### src/rtl/mdu_iter_pkg.sv
// rtl/mdu_iter_pkg.sv - Shared types and op decode helpers for the iterative multiply/divide unit.
package mdu_iter_pkg;

  typedef logic [4:0] regName_t;

  typedef enum logic [2:0] {
    OP_MUL    = 3'b000,
    OP_MULH   = 3'b001,
    OP_MULHSU = 3'b010,
    OP_MULHU  = 3'b011,
    OP_DIV    = 3'b100,
    OP_DIVU   = 3'b101,
    OP_REM    = 3'b110,
    OP_REMU   = 3'b111
  } mdu_op_t;

  typedef enum logic [1:0] {
    IDLE = 2'd0,
    CALC = 2'd1,
    DONE = 2'd2
  } mdu_state_t;

  // funct3 bit that separates the divide group from the multiply group
  localparam int MDU_OP_IS_DIV = 2;

  function automatic logic op_is_div(input mdu_op_t f_op);
    return f_op[MDU_OP_IS_DIV];
  endfunction

  function automatic logic op_a_signed(input mdu_op_t f_op);
    return f_op inside {OP_MULH, OP_MULHSU, OP_DIV, OP_REM};
  endfunction

  function automatic logic op_b_signed(input mdu_op_t f_op);
    return f_op inside {OP_MULH, OP_DIV, OP_REM};
  endfunction

endpackage

### src/rtl/mdu_sign_fix.sv
// rtl/mdu_sign_fix.sv - Conditional two's-complement negate between magnitude and signed forms.
module mdu_sign_fix #(
  parameter int WIDTH = 32
) (
  input  logic [WIDTH-1:0] i_val,
  input  logic             i_neg,
  output logic [WIDTH-1:0] o_val
);

  assign o_val = i_neg ? -i_val : i_val;

endmodule

### src/rtl/mdu_iter.sv
// rtl/mdu_iter.sv - Iterative RV32M multiply/divide unit; MDU_EARLY_OUT_EN enables 1-cycle special-case divides.
module mdu_iter
  import mdu_iter_pkg::*;
#(
  parameter int DATA_WIDTH = 32,
  parameter int CNT_WIDTH  = $clog2(DATA_WIDTH)
) (
  input  logic                  clk,
  input  logic                  rstN,
  input  logic                  start,
  input  logic [2:0]            op,
  input  logic [4:0]            rd_in,
  input  logic [DATA_WIDTH-1:0] opA,
  input  logic [DATA_WIDTH-1:0] opB,
  input  logic                  flush,
  output logic                  ready,
  output logic                  valid_out,
  output logic [4:0]            rd_out,
  output logic [DATA_WIDTH-1:0] result
);

  localparam int W = DATA_WIDTH;

  mdu_state_t           r_state;
  mdu_state_t           w_state_nxt;
  mdu_op_t              r_op;
  regName_t             r_rd;
  regName_t             r_rd_out;
  logic [W-1:0]         r_hi;
  logic [W-1:0]         r_lo;
  logic [W-1:0]         r_b;
  logic [W-1:0]         r_final;
  logic [W-1:0]         r_result;
  logic [CNT_WIDTH-1:0] r_cnt;
  logic                 r_fin;
  logic                 r_neg_a;
  logic                 r_neg_b;
  logic                 r_bzero;

  mdu_op_t              w_op_in;
  logic                 w_accept;
  logic                 w_neg_a_in;
  logic                 w_neg_b_in;
  logic [W-1:0]         w_mag_a;
  logic [W-1:0]         w_mag_b;
  logic [W:0]           w_sum;
  logic [W:0]           w_diff;
  logic [2*W-1:0]       w_prod;
  logic [W-1:0]         w_quo_fix;
  logic [W-1:0]         w_quo;
  logic [W-1:0]         w_rem;
  logic [W-1:0]         w_final;

  assign w_op_in    = mdu_op_t'(op);
  assign w_accept   = (r_state == IDLE) && start && !flush;
  assign w_neg_a_in = op_a_signed(w_op_in) && opA[W-1];
  assign w_neg_b_in = op_b_signed(w_op_in) && opB[W-1];

  mdu_sign_fix #(.WIDTH(W)) u_fix_a (.i_val(opA), .i_neg(w_neg_a_in), .o_val(w_mag_a));
  mdu_sign_fix #(.WIDTH(W)) u_fix_b (.i_val(opB), .i_neg(w_neg_b_in), .o_val(w_mag_b));

  // r_lo holds the multiplier (mul) or the dividend being shifted out (div); r_b is multiplicand/divisor
  assign w_sum  = {1'b0, r_hi} + (r_lo[0] ? {1'b0, r_b} : '0);
  assign w_diff = {r_hi, r_lo[W-1]} - {1'b0, r_b};

  mdu_sign_fix #(.WIDTH(2*W)) u_fix_prod (
    .i_val({r_hi, r_lo}), .i_neg(r_neg_a ^ r_neg_b), .o_val(w_prod));
  mdu_sign_fix #(.WIDTH(W)) u_fix_quo (
    .i_val(r_lo), .i_neg(r_neg_a ^ r_neg_b), .o_val(w_quo_fix));
  mdu_sign_fix #(.WIDTH(W)) u_fix_rem (
    .i_val(r_hi), .i_neg(r_neg_a), .o_val(w_rem));

  // A zero divisor leaves an all-ones magnitude; the sign fix must not touch it
  assign w_quo = r_bzero ? '1 : w_quo_fix;

  always_comb begin
    w_final = w_rem;
    case (r_op)
      OP_MUL:                       w_final = w_prod[W-1:0];
      OP_MULH, OP_MULHSU, OP_MULHU: w_final = w_prod[2*W-1:W];
      OP_DIV, OP_DIVU:              w_final = w_quo;
      default:                      w_final = w_rem;
    endcase
  end

`ifdef MDU_EARLY_OUT_EN
  logic         w_bzero_in;
  logic         w_ovf_in;
  logic         w_early;
  logic [W-1:0] w_early_res;

  assign w_bzero_in = (opB == '0);
  assign w_ovf_in   = op_b_signed(w_op_in) && (opA == {1'b1, {(W-1){1'b0}}}) && (opB == '1);
  assign w_early    = op_is_div(w_op_in) && (w_bzero_in || w_ovf_in);

  always_comb begin
    w_early_res = '0;
    if (op[1]) w_early_res = w_bzero_in ? opA : '0;
    else       w_early_res = w_bzero_in ? '1 : opA;
  end
`endif

  always_ff @(posedge clk or negedge rstN) begin
    if (!rstN) r_state <= IDLE;
    else       r_state <= w_state_nxt;
  end

  always_comb begin
    w_state_nxt = r_state;
    case (r_state)
      IDLE: begin
        if (start && !flush) begin
          w_state_nxt = CALC;
`ifdef MDU_EARLY_OUT_EN
          if (w_early) w_state_nxt = DONE;
`endif
        end
      end
      CALC: begin
        if (flush)      w_state_nxt = IDLE;
        else if (r_fin) w_state_nxt = DONE;
      end
      DONE:    w_state_nxt = IDLE;
      default: w_state_nxt = IDLE;
    endcase
  end

  always_ff @(posedge clk or negedge rstN) begin
    if (!rstN) begin
      r_op     <= OP_MUL;
      r_rd     <= '0;
      r_rd_out <= '0;
      r_hi     <= '0;
      r_lo     <= '0;
      r_b      <= '0;
      r_final  <= '0;
      r_result <= '0;
      r_cnt    <= '0;
      r_fin    <= 1'b0;
      r_neg_a  <= 1'b0;
      r_neg_b  <= 1'b0;
      r_bzero  <= 1'b0;
    end else begin
      case (r_state)
        IDLE: begin
          if (w_accept) begin
            r_op    <= w_op_in;
            r_rd    <= rd_in;
            r_neg_a <= w_neg_a_in;
            r_neg_b <= w_neg_b_in;
            r_bzero <= (opB == '0);
            r_hi    <= '0;
            r_lo    <= w_mag_a;
            r_b     <= w_mag_b;
            r_cnt   <= '0;
            r_fin   <= 1'b0;
`ifdef MDU_EARLY_OUT_EN
            if (w_early) r_final <= w_early_res;
`endif
          end
        end
        CALC: begin
          if (!flush) begin
            if (!r_fin) begin
              if (op_is_div(r_op)) begin
                if (!w_diff[W]) begin
                  r_hi <= w_diff[W-1:0];
                  r_lo <= {r_lo[W-2:0], 1'b1};
                end else begin
                  r_hi <= {r_hi[W-2:0], r_lo[W-1]};
                  r_lo <= {r_lo[W-2:0], 1'b0};
                end
              end else begin
                r_hi <= w_sum[W:1];
                r_lo <= {w_sum[0], r_lo[W-1:1]};
              end
              if (r_cnt == CNT_WIDTH'(W - 1)) r_fin <= 1'b1;
              else                            r_cnt <= r_cnt + 1'b1;
            end else begin
              r_final <= w_final;
            end
          end
        end
        DONE: begin
          if (!flush) begin
            r_result <= r_final;
            r_rd_out <= r_rd;
          end
        end
        default: ;
      endcase
    end
  end

  // The visible result only moves on an unflushed DONE, so a flush leaves the previous value in place
  assign ready     = (r_state == IDLE);
  assign valid_out = (r_state == DONE) && !flush;
  assign result    = valid_out ? r_final : r_result;
  assign rd_out    = valid_out ? r_rd : r_rd_out;

endmodule

### config.mk
export PLATFORM = sky130hd
export DESIGN_NAME = mdu_iter
export DESIGN_NICKNAME = d
export VERILOG_FILES = /design/src/rtl/mdu_iter_pkg.sv /design/src/rtl/mdu_sign_fix.sv /design/src/rtl/mdu_iter.sv
export SDC_FILE = /design/constraint.sdc
export NUM_CORES = 1
export LEC_CHECK = 0
export CAP_MARGIN = 20
export CORE_ASPECT_RATIO = 0.7
export CORE_UTILIZATION = 35
export DETAILED_ROUTE_END_ITERATION = 8
export PLACE_DENSITY = 0.51
export SLEW_MARGIN = 30
export SYNTH_ARGS = -nofsm -noshare
export SYNTH_HDL_FRONTEND = slang
export SYNTH_SLANG_ARGS = --single-unit
### constraint.sdc
create_clock -name clk -period 3.9 [get_ports clk]
set_input_delay 0.78 -clock clk [delete_from_list [all_inputs] [get_ports clk]]
set_output_delay 0.78 -clock clk [all_outputs]
set_load 0.05 [all_outputs]
### Word level (Yosys, flattened, before mapping)

Cells that the tools add are included.

| storage, ports and cells | value |
|---|---|
| logic and storage cells | 100 |
| ROM bits | 0 |
| register bits | 184 |
| bits in latches | 0 |
| output and inout port bits | 39 |
| memory bits (writable) | 0 |
| memories kept | 0 |

| cells by class | value |
|---|---|
| add/subtract/negate cells | 8 |
| equal/unequal tests | 18 |
| $mul | 0 |
| magnitude comparators | 0 |
| mux-type cells | 36 |
| bitwise logic cells | 2 |
| reduce and logical (&&, ||, !) cells | 22 |
| divide/modulo/power cells | 0 |
| shift-type cells | 0 |

Operators by type and width:

| operator | count |
|---|---|
| two-way mux 32 bit | 16 |
| negator 32 bit | 4 |
| one-hot mux 32 bit (2 select lines) | 2 |
| one-hot mux 32 bit (3 select lines) | 1 |
| two-way mux 64 bit | 1 |
| negator 64 bit | 1 |
| adder 32 x 32 -> 33 bit | 1 |
| subtractor 33 x 32 -> 33 bit | 1 |
| logical NOT 32 bit | 1 |
| two-way mux 5 bit | 5 |
| equality test 3 bit, second input constant | 4 |
| one-hot mux 5 bit (2 select lines) | 1 |
| equality test 3 x 2 -> 1 bit, second input constant | 3 |
| equality test 3 x 1 -> 1 bit, second input constant | 2 |
| logical AND 1 bit | 6 |
| two-way mux 2 bit | 3 |
| inequality test 2 bit, second input constant | 3 |
| AND reduction 2 bit | 3 |
| AND reduction 3 bit | 2 |
| adder 5 x 1 -> 5 bit, second input constant | 1 |
| equality test 5 bit, second input constant | 1 |
| two-way mux 1 bit | 5 |
| AND reduction 5 bit | 1 |
| inequality test 2 x 1 -> 1 bit, second input constant | 2 |
| 16 further kinds | 16 |

### Longest topological paths before layout

Gate-level depths: netlist of the first run.

| depth | value |
|---|---|
| word-level depth | 6 |
| depth in mapped cells | 14 |

### Cells and area by module

A second synthesis of the first run with hierarchy kept.

| unflattened totals | value |
|---|---|
| cells, all modules | 2012 |
| area, all modules | 16696.0 um^2 |

Modules (own cells, without submodules):

| module | cells an instance | times used | sequential area each (um^2) | area an instance (um^2) |
|---|---|---|---|---|
| mdu_iter | 1391 | 1 | 4604.4 | 12164.2 |
| mdu_sign_fix at u_fix_a ... | 108 | 3 | 0.0 | 767.0 |
| mdu_sign_fix at u_fix_prod | 198 | 1 | 0.0 | 1453.9 |
| mdu_sign_fix at u_fix_rem | 99 | 1 | 0.0 | 777.0 |

### Worst setup path before layout of the first run

No wires, ideal clock.

| path | value |
|---|---|
| path type | register to register |
| from | register r_lo[0] |
| to | register r_hi[31] |
| stages on the path, launching flop included | 14 |
| data arrival time | 3445 ps |
| path buffers | 1 |
| setup time | 124 ps |
| period minus slack after synthesis | 3569 ps |
| setup slack | 331 ps |
| cells stage by stage | dfrtp_1 > inv_1 > clkbuf_1 > nor2_1 > ha_1 > o211ai_1 > a21oi_1 > o41a_1 > a211oi_1 > a21oi_1 > o41a_1 > a21oi_1 > o22ai_1 > a211o_1 |

| on the way | value |
|---|---|
| word-level cells in the longest chain between the ends | 6 |

Ends and longest elaborated chain:

| element | line | RTL |
|---|---|---|
| start: declaration | mdu_iter.sv:30 | `logic [W-1:0] r_lo;` |
| start signal: assignment | mdu_iter.sv:153 | `r_lo <= w_mag_a;` |
| start signal: assignment | mdu_iter.sv:168 | `r_lo <= {r_lo[W-2:0], 1'b1};` |
| start signal: assignment | mdu_iter.sv:171 | `r_lo <= {r_lo[W-2:0], 1'b0};` |
| two-way mux 32 bit | mdu_iter.sv:63 | `assign w_sum = {1'b0, r_hi} + (r_lo[0] ? {1'b0, r_b} : '0);` |
| adder 32 x 32 -> 33 bit | mdu_iter.sv:63 |  |
| two-way mux 32 bit | mdu_iter.sv:165 | `if (op_is_div(r_op)) begin` |
| two-way mux 32 bit | mdu_iter.sv:164 | `if (!r_fin) begin` |
| two-way mux 32 bit | mdu_iter.sv:163 | `if (!flush) begin` |
| one-hot mux 32 bit (2 select lines) | mdu_iter.sv:144 | `case (r_state)` |
| end signal: assignment | mdu_iter.sv:167 | `r_hi <= w_diff[W-1:0];` |
| end signal: assignment | mdu_iter.sv:170 | `r_hi <= {r_hi[W-2:0], r_lo[W-1]};` |
| end signal: assignment | mdu_iter.sv:174 | `r_hi <= w_sum[W:1];` |
| end: declaration | mdu_iter.sv:29 | `logic [W-1:0] r_hi;` |

No other way between the ends. The select of a mux whose other input is x is not followed.
A chain may end at the register's enable or synchronous reset.

### Worst setup path after layout of the first run

| path | value |
|---|---|
| from | register r_lo[0] |
| to | register r_hi[24] |

Same word-level chain as after synthesis.

==> impl_metrics.toml, run 1 <==
[status]
status = "finished, final reports clean"

[clocking]
cts_setup_buffers = 0
h-tree-depth = 4
clk_pin_slew_ns = 0.07
clock-root-buffer = "clkbuf_16"
clock_latency_ns = 0.47
cts.sinks = 184
cts_made_buffers = 17
clk_path_buf_depth = 2
cts_tree = "done"

[floorplan]
ioPinCount = 115
die_w_um = 252
rows = 63
die_area_um2 = 44600
core_um2 = 42700
start_util_pct = 35.8
fp.dieH_um = 177

[worst_setup_path]
crit_fanout = 7
r2r_start = "r_lo[0]"
cp_slowest_cell = "a311o_1"
rr_worst_depth = 13
required_ns = 4.25
max_stage_delay_ns = 0.54
crit_type = "flop to flop"
r2r_slack_ns = 0.22
crit_path_cell_trace = "inv_2 > buf_4 > nor2_1 > ha_1 > a211oi_1 > o211ai_1 > a21oi_1 > o221ai_1 > a311o_1 > a31o_2 > xor2_1 > a22oi_1 > o21ai_0"
rr_endpoint = "r_hi[24]"
cp_data_arrival_time_ns = 4.03
critical_path.startpoint_type = "flop"
end_kind = "flop"

[global_route]
grt_pass1_wl_um = 82400
grt_usage_pct = 24.2
use_met1_pct = 37.9
grt_overflow_total = 0
grt_pass1_vias = 13500
gr-usage-met3_pct = 4.41
gr-usage-met2_pct = 33.6
antenna_found_initial = 0
busiest_layer = "met1"
grt_max_degree = 89

[synth]
yosys.area.top_type = "dfrtp_1"
ys_seq_elements = 184
synth_cell_types = 80
synth_top_family_by_area = "compound AO/OA/AOI/OAI gates"
syn_area_um2 = 15300
synth_warnings = 0
async_reset_ff_share_pct = 100
synth-compound-area-share_pct = 24.1
syn_avg_cell_area_um2 = 8.05
synth-adder-area-share_pct = 5.99
synth_xor_area_share_pct = 11.3
synth-simple-area-share_pct = 17.6
synth_cells = 1901
syn_nets = 2049
synth_top_area_share_pct = 30.1
yosysSeqAreaShare_pct = 30.1
synthMuxAreaShare_pct = 5.95
ys.flop_type = "dfrtp_1"
netlist_top_cells_area = "dfrtp_1 (30%), xnor2_1 (7.3%), o21ai_0 (7.2%)"
synth_edf_count = 0

[timing]
fin_crit_ns = 3.68
slew_headroom_pct = 39.2
fin_tns_setup_ns = 0
setup_violations = 0
max_freq_mhz = 272
min_period_over_period_pct = 94.4
hold_viol = 0
slew_viol_final = 0
rsz0062_at_grt = "no"
finalHoldWorstSlack_ns = 0.386
worstMarginPinSlew_ns = 0.911
clock-skew-final_ns = 0.0139

[cells_and_area]
instances_no_fill = 2599
antennaDiodeCount = 0
final_cell_mix = "nand2_1 (236), o21ai_0 (218), dfrtp_1 (183)"
final_area_um2 = 18000
drive_gt1_share_pct = 12.0
syn2layout_area_growth_pct = 17.6
layout_commonest_cell = "nand2_1"
nets = 2150

[routing]
drt_iter0_markers = 1420
drt-total-wl_um = 53200
avgRoutedWirePerCell_um = 20.5
routed-via-count = 14600
drc = 0
via_per_inst = 5.61
drt_pre_antenna_iters = 5
ant_nets = 0

[placement]
place_area_um2 = 17400
dp.cells = 2568
portBuffers = 114
place_congestion = 0.944
dp_hpwl_um = 40900

[power_and_ir_drop]
p_leak_nw = 7.80
powerDensity_nw_per_um2 = 556
ir_worst_vdd_mv = 0.314

[run]
cap_viol_max_count = 0

[min_path]
min_path_type = "input port to async pin"
## state kept, by name (all words and copies together) (netlist names)
name	flops
r_neg_a	1
r_bzero	1
r_neg_b	1
r_op	3
r_state	2
r_b	32
r_lo	32
r_result	32
r_fin	1
r_cnt	5
r_rd	5
r_hi	32
r_final	32
r_rd_out	5
## Yosys cell counts, drive strengths merged (8+ instances only)
library cell,n
a211oi,17
o211ai,8
clkbuf,116
or4,11
xnor2,127
xor2,71
nor2,136
a31oi,25
inv,71
ha,70
mux2,40
o21a,14
a21oi,122
buf,10
or3,12
a21o,28
o31ai,30
o21ai,225
nand2b,17
nor4,26
nand2,237
nand4,12
o21bai,10
nor2b,11
o22ai,10
o221ai,14
o41ai,10
and3,13
dfrtp,184
nor3,42
and2,11
mux2i,46
nand3,21
a22oi,18
a221oi,10
## logic make-up after synthesis
| kind of cell | Yosys count |
|---|---|
| adders and majority gates | 72 |
| DFF | 184 |
| and+or+nand+nor | 574 |
| AOI/OAI and AO/OA | 589 |
| muxes | 86 |
| xor gates and xnor gates | 198 |
| buffers and inverters | 198 |
## report_power, final
group	internal, W	total (W)	switching, W
Combinational	0.00217	0.00561	0.00344
Clock	0.000906	0.00179	0.000887
Sequential	0.00218	0.00261	0.000430
## cell type report
type / count / area (µm²)
fill: 4393 / 24700
multi-input combinational: 1519 / 9990
sequential: 184 / 4610
timing repair buffer: 208 / 1810
tap: 585 / 732
clock buffer: 17 / 425
inverter: 72 / 270
clock inverter: 14 / 153
## metrics by stage
stage               setup WS (ns)  power, W  utilization (%)
floorplan                   0.331   0.00616                -
global placement            0.197   0.00807             40.7
detailed placement          0.137   0.00812             40.7
CTS                         0.197   0.00996             42.1
global route               0.0346    0.0107             42.1
finish                      0.217    0.0100             42.1
## critical path, delay by kind of cell (launching register included)
family | cells | cell delay [ns]
AO/OA/AOI/OAI | 8 | 2.21
XOR/XNOR | 1 | 0.14
adder cells (fa/ha/maj) | 1 | 0.28
buffers and inverters | 2 | 0.33
flip-flops | 1 | 0.50
AND/OR/NAND/NOR | 1 | 0.11
## worst max path at each step
stage | startpoint | cells past startpoint | endpoint
3_3_place_gp | opA[4] | 9 | r_lo[28]
5_1_grt | r_lo[0] | 13 | r_hi[24]
2_1_floorplan | r_lo[0] | 13 | r_hi[31]
3_5_place_dp | opA[2] | 9 | r_lo[28]
6_report | r_lo[0] | 13 | r_hi[24]
4_1_cts | r_lo[0] | 14 | r_hi[31]
## layer usage
metal	share of wire, %	vias to the layer above
li1	-	7020
met1	52	7071
met2	41	447
met3	6.1	37
met4	1.3	0
met5	0	-
## timing repair
item / CTS / global route
hold buffers: 0 / 0
gates resized for setup: 0 / 2
setup endpoints to repair: 0 / 4
Note: power is estimated with default switching activity, not from simulation.
==> inputs of run 2 (changes only) <==
--- a/config.mk
+++ b/config.mk
@@ -10,7 +10,9 @@
 export CORE_UTILIZATION = 35
 export DETAILED_ROUTE_END_ITERATION = 8
 export PLACE_DENSITY = 0.51
+export SKIP_LAST_GASP = 1
 export SLEW_MARGIN = 30
 export SYNTH_ARGS = -nofsm -noshare
 export SYNTH_HDL_FRONTEND = slang
+export SYNTH_HIERARCHICAL = 1
 export SYNTH_SLANG_ARGS = --single-unit
==> run 2 against run 1 <==
- largest power group unchanged
- design area rose by 8.9%
- wire length rose by 12%
- worst setup slack got worse by 0.046 ns
- non-clock buffer count rose by 21
- combinational power rose by 63%
- register-to-register slack got worse by 0.05 ns
- sequential power rose by 2%
- via count rose by 11%
- clock power fell by 3%
==> impl_metrics.toml, run 2 <==
[status]
status = "finished, final reports clean"

[worst_setup_path]
startpoint = "r_lo[0]"
r2r_start = "r_lo[0]"
critical_path.startpoint_type = "flop"
crit_fanout = 27
end_kind = "flop"
cp_data_arrival_time_ns = 4.10
required_ns = 4.27
crit_type = "flop to flop"

[cells_and_area]
final_area_um2 = 19600
syn2layout_area_growth_pct = 17.3
nets = 2299
nFillCells = 4736
drive_gt1_share_pct = 13.5
antennaDiodeCount = 0
layout_commonest_cell = "nand2_1"
final_cell_mix = "nand2_1 (237), o21ai_0 (233), xnor2_1 (215)"

[clocking]
clock_latency_ns = 0.46
cts.sinks = 184
cts_hold_buf = 0
clk_pin_slew_ns = 0.08
clock-root-buffer = "clkbuf_16"
cts_tree = "done"
h-tree-depth = 4
clk_path_buf_depth = 2
cts_made_buffers = 17

[global_route]
antenna_found_initial = 0
grt_overflow_total = 0
grt_pass1_wl_um = 92200
grt_max_degree = 106
grt_usage_pct = 24.3
grt_pass1_vias = 15100

[synth]
synth_xor_area_share_pct = 12.5
synth_top_family_by_area = "compound AO/OA/AOI/OAI gates"
synth_common_cells = "nand2_1 (237), o21ai_0 (233), xnor2_1 (215), dfrtp_1 (184), a21oi_1 (100)"
ys_seq_elements = 184
synth_warnings = 6
syn_nets = 2161
yosysMostFrequentCell = "nand2_1"
syn_avg_cell_area_um2 = 8.30
ys.flop_type = "dfrtp_1"
async_reset_ff_share_pct = 100
synth-simple-area-share_pct = 18.8
synth_cell_types = 87
synth-compound-area-share_pct = 24.9
yosysSeqAreaShare_pct = 27.6
synth_top_area_share_pct = 27.6
netlist_top_cells_area = "dfrtp_1 (28%), xnor2_1 (11%), o21ai_0 (7.0%)"
synth-adder-area-share_pct = 5.56
synth_edf_count = 0
yosys.area.top_type = "dfrtp_1"
synthMuxAreaShare_pct = 6.02
synth_cells = 2012
syn_area_um2 = 16700

[placement]
portBuffers = 114
place_area_um2 = 19000
place_congestion = 1.01
dp_hpwl_um = 46000

[routing]
drc = 0
drt-total-wl_um = 59600
drt_pre_antenna_iters = 5
via_per_inst = 5.84
ant_nets = 0
avgRoutedWirePerCell_um = 21.5
drt_iter0_markers = 1616
routed-via-count = 16200

[timing]
hold_viol = 0
clock-skew-final_ns = 0.0133
rsz0062_at_grt = "no"
max_freq_mhz = 268
worstMarginPinSlew_ns = 0.994
finalHoldWorstSlack_ns = 0.357
min_period_over_period_pct = 95.6
fin_crit_ns = 3.73
setup_violations = 0
slew_headroom_pct = 33.5
fin_tns_setup_ns = 0
slew_viol_final = 0

[floorplan]
start_util_pct = 35.7
core_um2 = 46700
die_w_um = 263
die_area_um2 = 48600
ioPinCount = 115
rows = 66
fp.dieH_um = 185

[power_and_ir_drop]
share_comb_of_total_power_pct = 67.4
p_switching_w = 0.00685
powerDensity_nw_per_um2 = 691
ir_worst_vdd_mv = 0.274
p_int_w = 0.00667
swShare_pct = 50.6
seqPwrFrac_pct = 19.7
p_leak_nw = 8.14
pwr-share-clk_pct = 12.9

[min_path]
min_path_type = "input port to async pin"

[run]
cap_viol_max_count = 0
-- run 2: cells by family (layout without fill, tap and decap cells) --
kind of cell | count (synthesis) | count (layout)
flip-flops | 184 | 184
multiplexers | 95 | 95
adder cells (fa/ha/maj) | 73 | 73
AO/OA/AOI/OAI | 635 | 635
buffers and inverters | 178 | 329
AND/OR/NAND/NOR | 609 | 609
XOR/XNOR | 238 | 238
-- run 2: metal layers --
metal | global-route usage (%) | part of all wire (%) | vias to the layer above
met4 | 4.23 | 0.96 | 0
met3 | 5.22 | 7.2 | 41
met1 | 37.9 | 52 | 7962
met2 | 33.7 | 40 | 549
li1 | - | - | 7647
met5 | 0 | 0 | -
-- run 2: worst max-delay path: stages (launching register included) --
cell and delay (ns):
dfrtp_2 0.52, buf_12 0.21, or3_1 0.48, nor4_4 0.25, buf_4 0.18, nand4b_2 0.23, buf_4 0.30, o41ai_1 0.44
xnor2_1 0.18, a21oi_1 0.08, o21ai_0 0.30, o21ai_0 0.26, o21ai_0 0.19
-- run 2: final cells by class --
type | count | area, µm² | area share (%)
tap | 612 | 766 | 3.91
sequential | 184 | 4610 | 23.5
inverter | 68 | 255 | 1.30
clock buffer | 20 | 447 | 2.28
clock inverter | 12 | 113 | 0.575
multi-input combinational | 1650 | 11400 | 58.1
timing repair buffer | 229 | 2010 | 10.3
-- run 2: worst paths after layout --
kind	cells past startpoint	slack (ns)	end
worst max register to register	12	0.17	r_final[19]
max in group asynchronous	2	2.63	r_b[23]
worst min-delay path	1	0.36	r_result[5]
min in group clk	2	0.47	r_rd[4]
worst max-delay path	12	0.17	r_final[19]
worst min register to register	2	0.47	r_rd[4]
-- run 2: power groups by stage --
stage                     Clock [W]  Combinational, W  Sequential, W
after global placement            0           0.00890        0.00270
after global routing        0.00187           0.00982        0.00270
after floorplan                   0           0.00582        0.00286
after CTS                   0.00179           0.00893        0.00266
final                       0.00174           0.00912        0.00266
after detailed placement          0           0.00888        0.00269
-- run 2: what timing repair did --
item,in CTS,in global routing
buffers inserted,0,1
endpoints found under the setup margin,0,3
resized for setup,0,3
-- run 2: stage by stage --
step | cells | util [%] | worst slack, ns | total power (W)
after floorplan | 2012 | - | 0.519 | 0.00868
after global placement | 2742 | 40.6 | 0.162 | 0.0116
after detailed placement | 2742 | 40.6 | 0.146 | 0.0116
after CTS | 2774 | 41.8 | 0.0961 | 0.0134
after global routing | 2775 | 41.9 | 0.0615 | 0.0144
final | 2775 | 41.9 | 0.171 | 0.0135
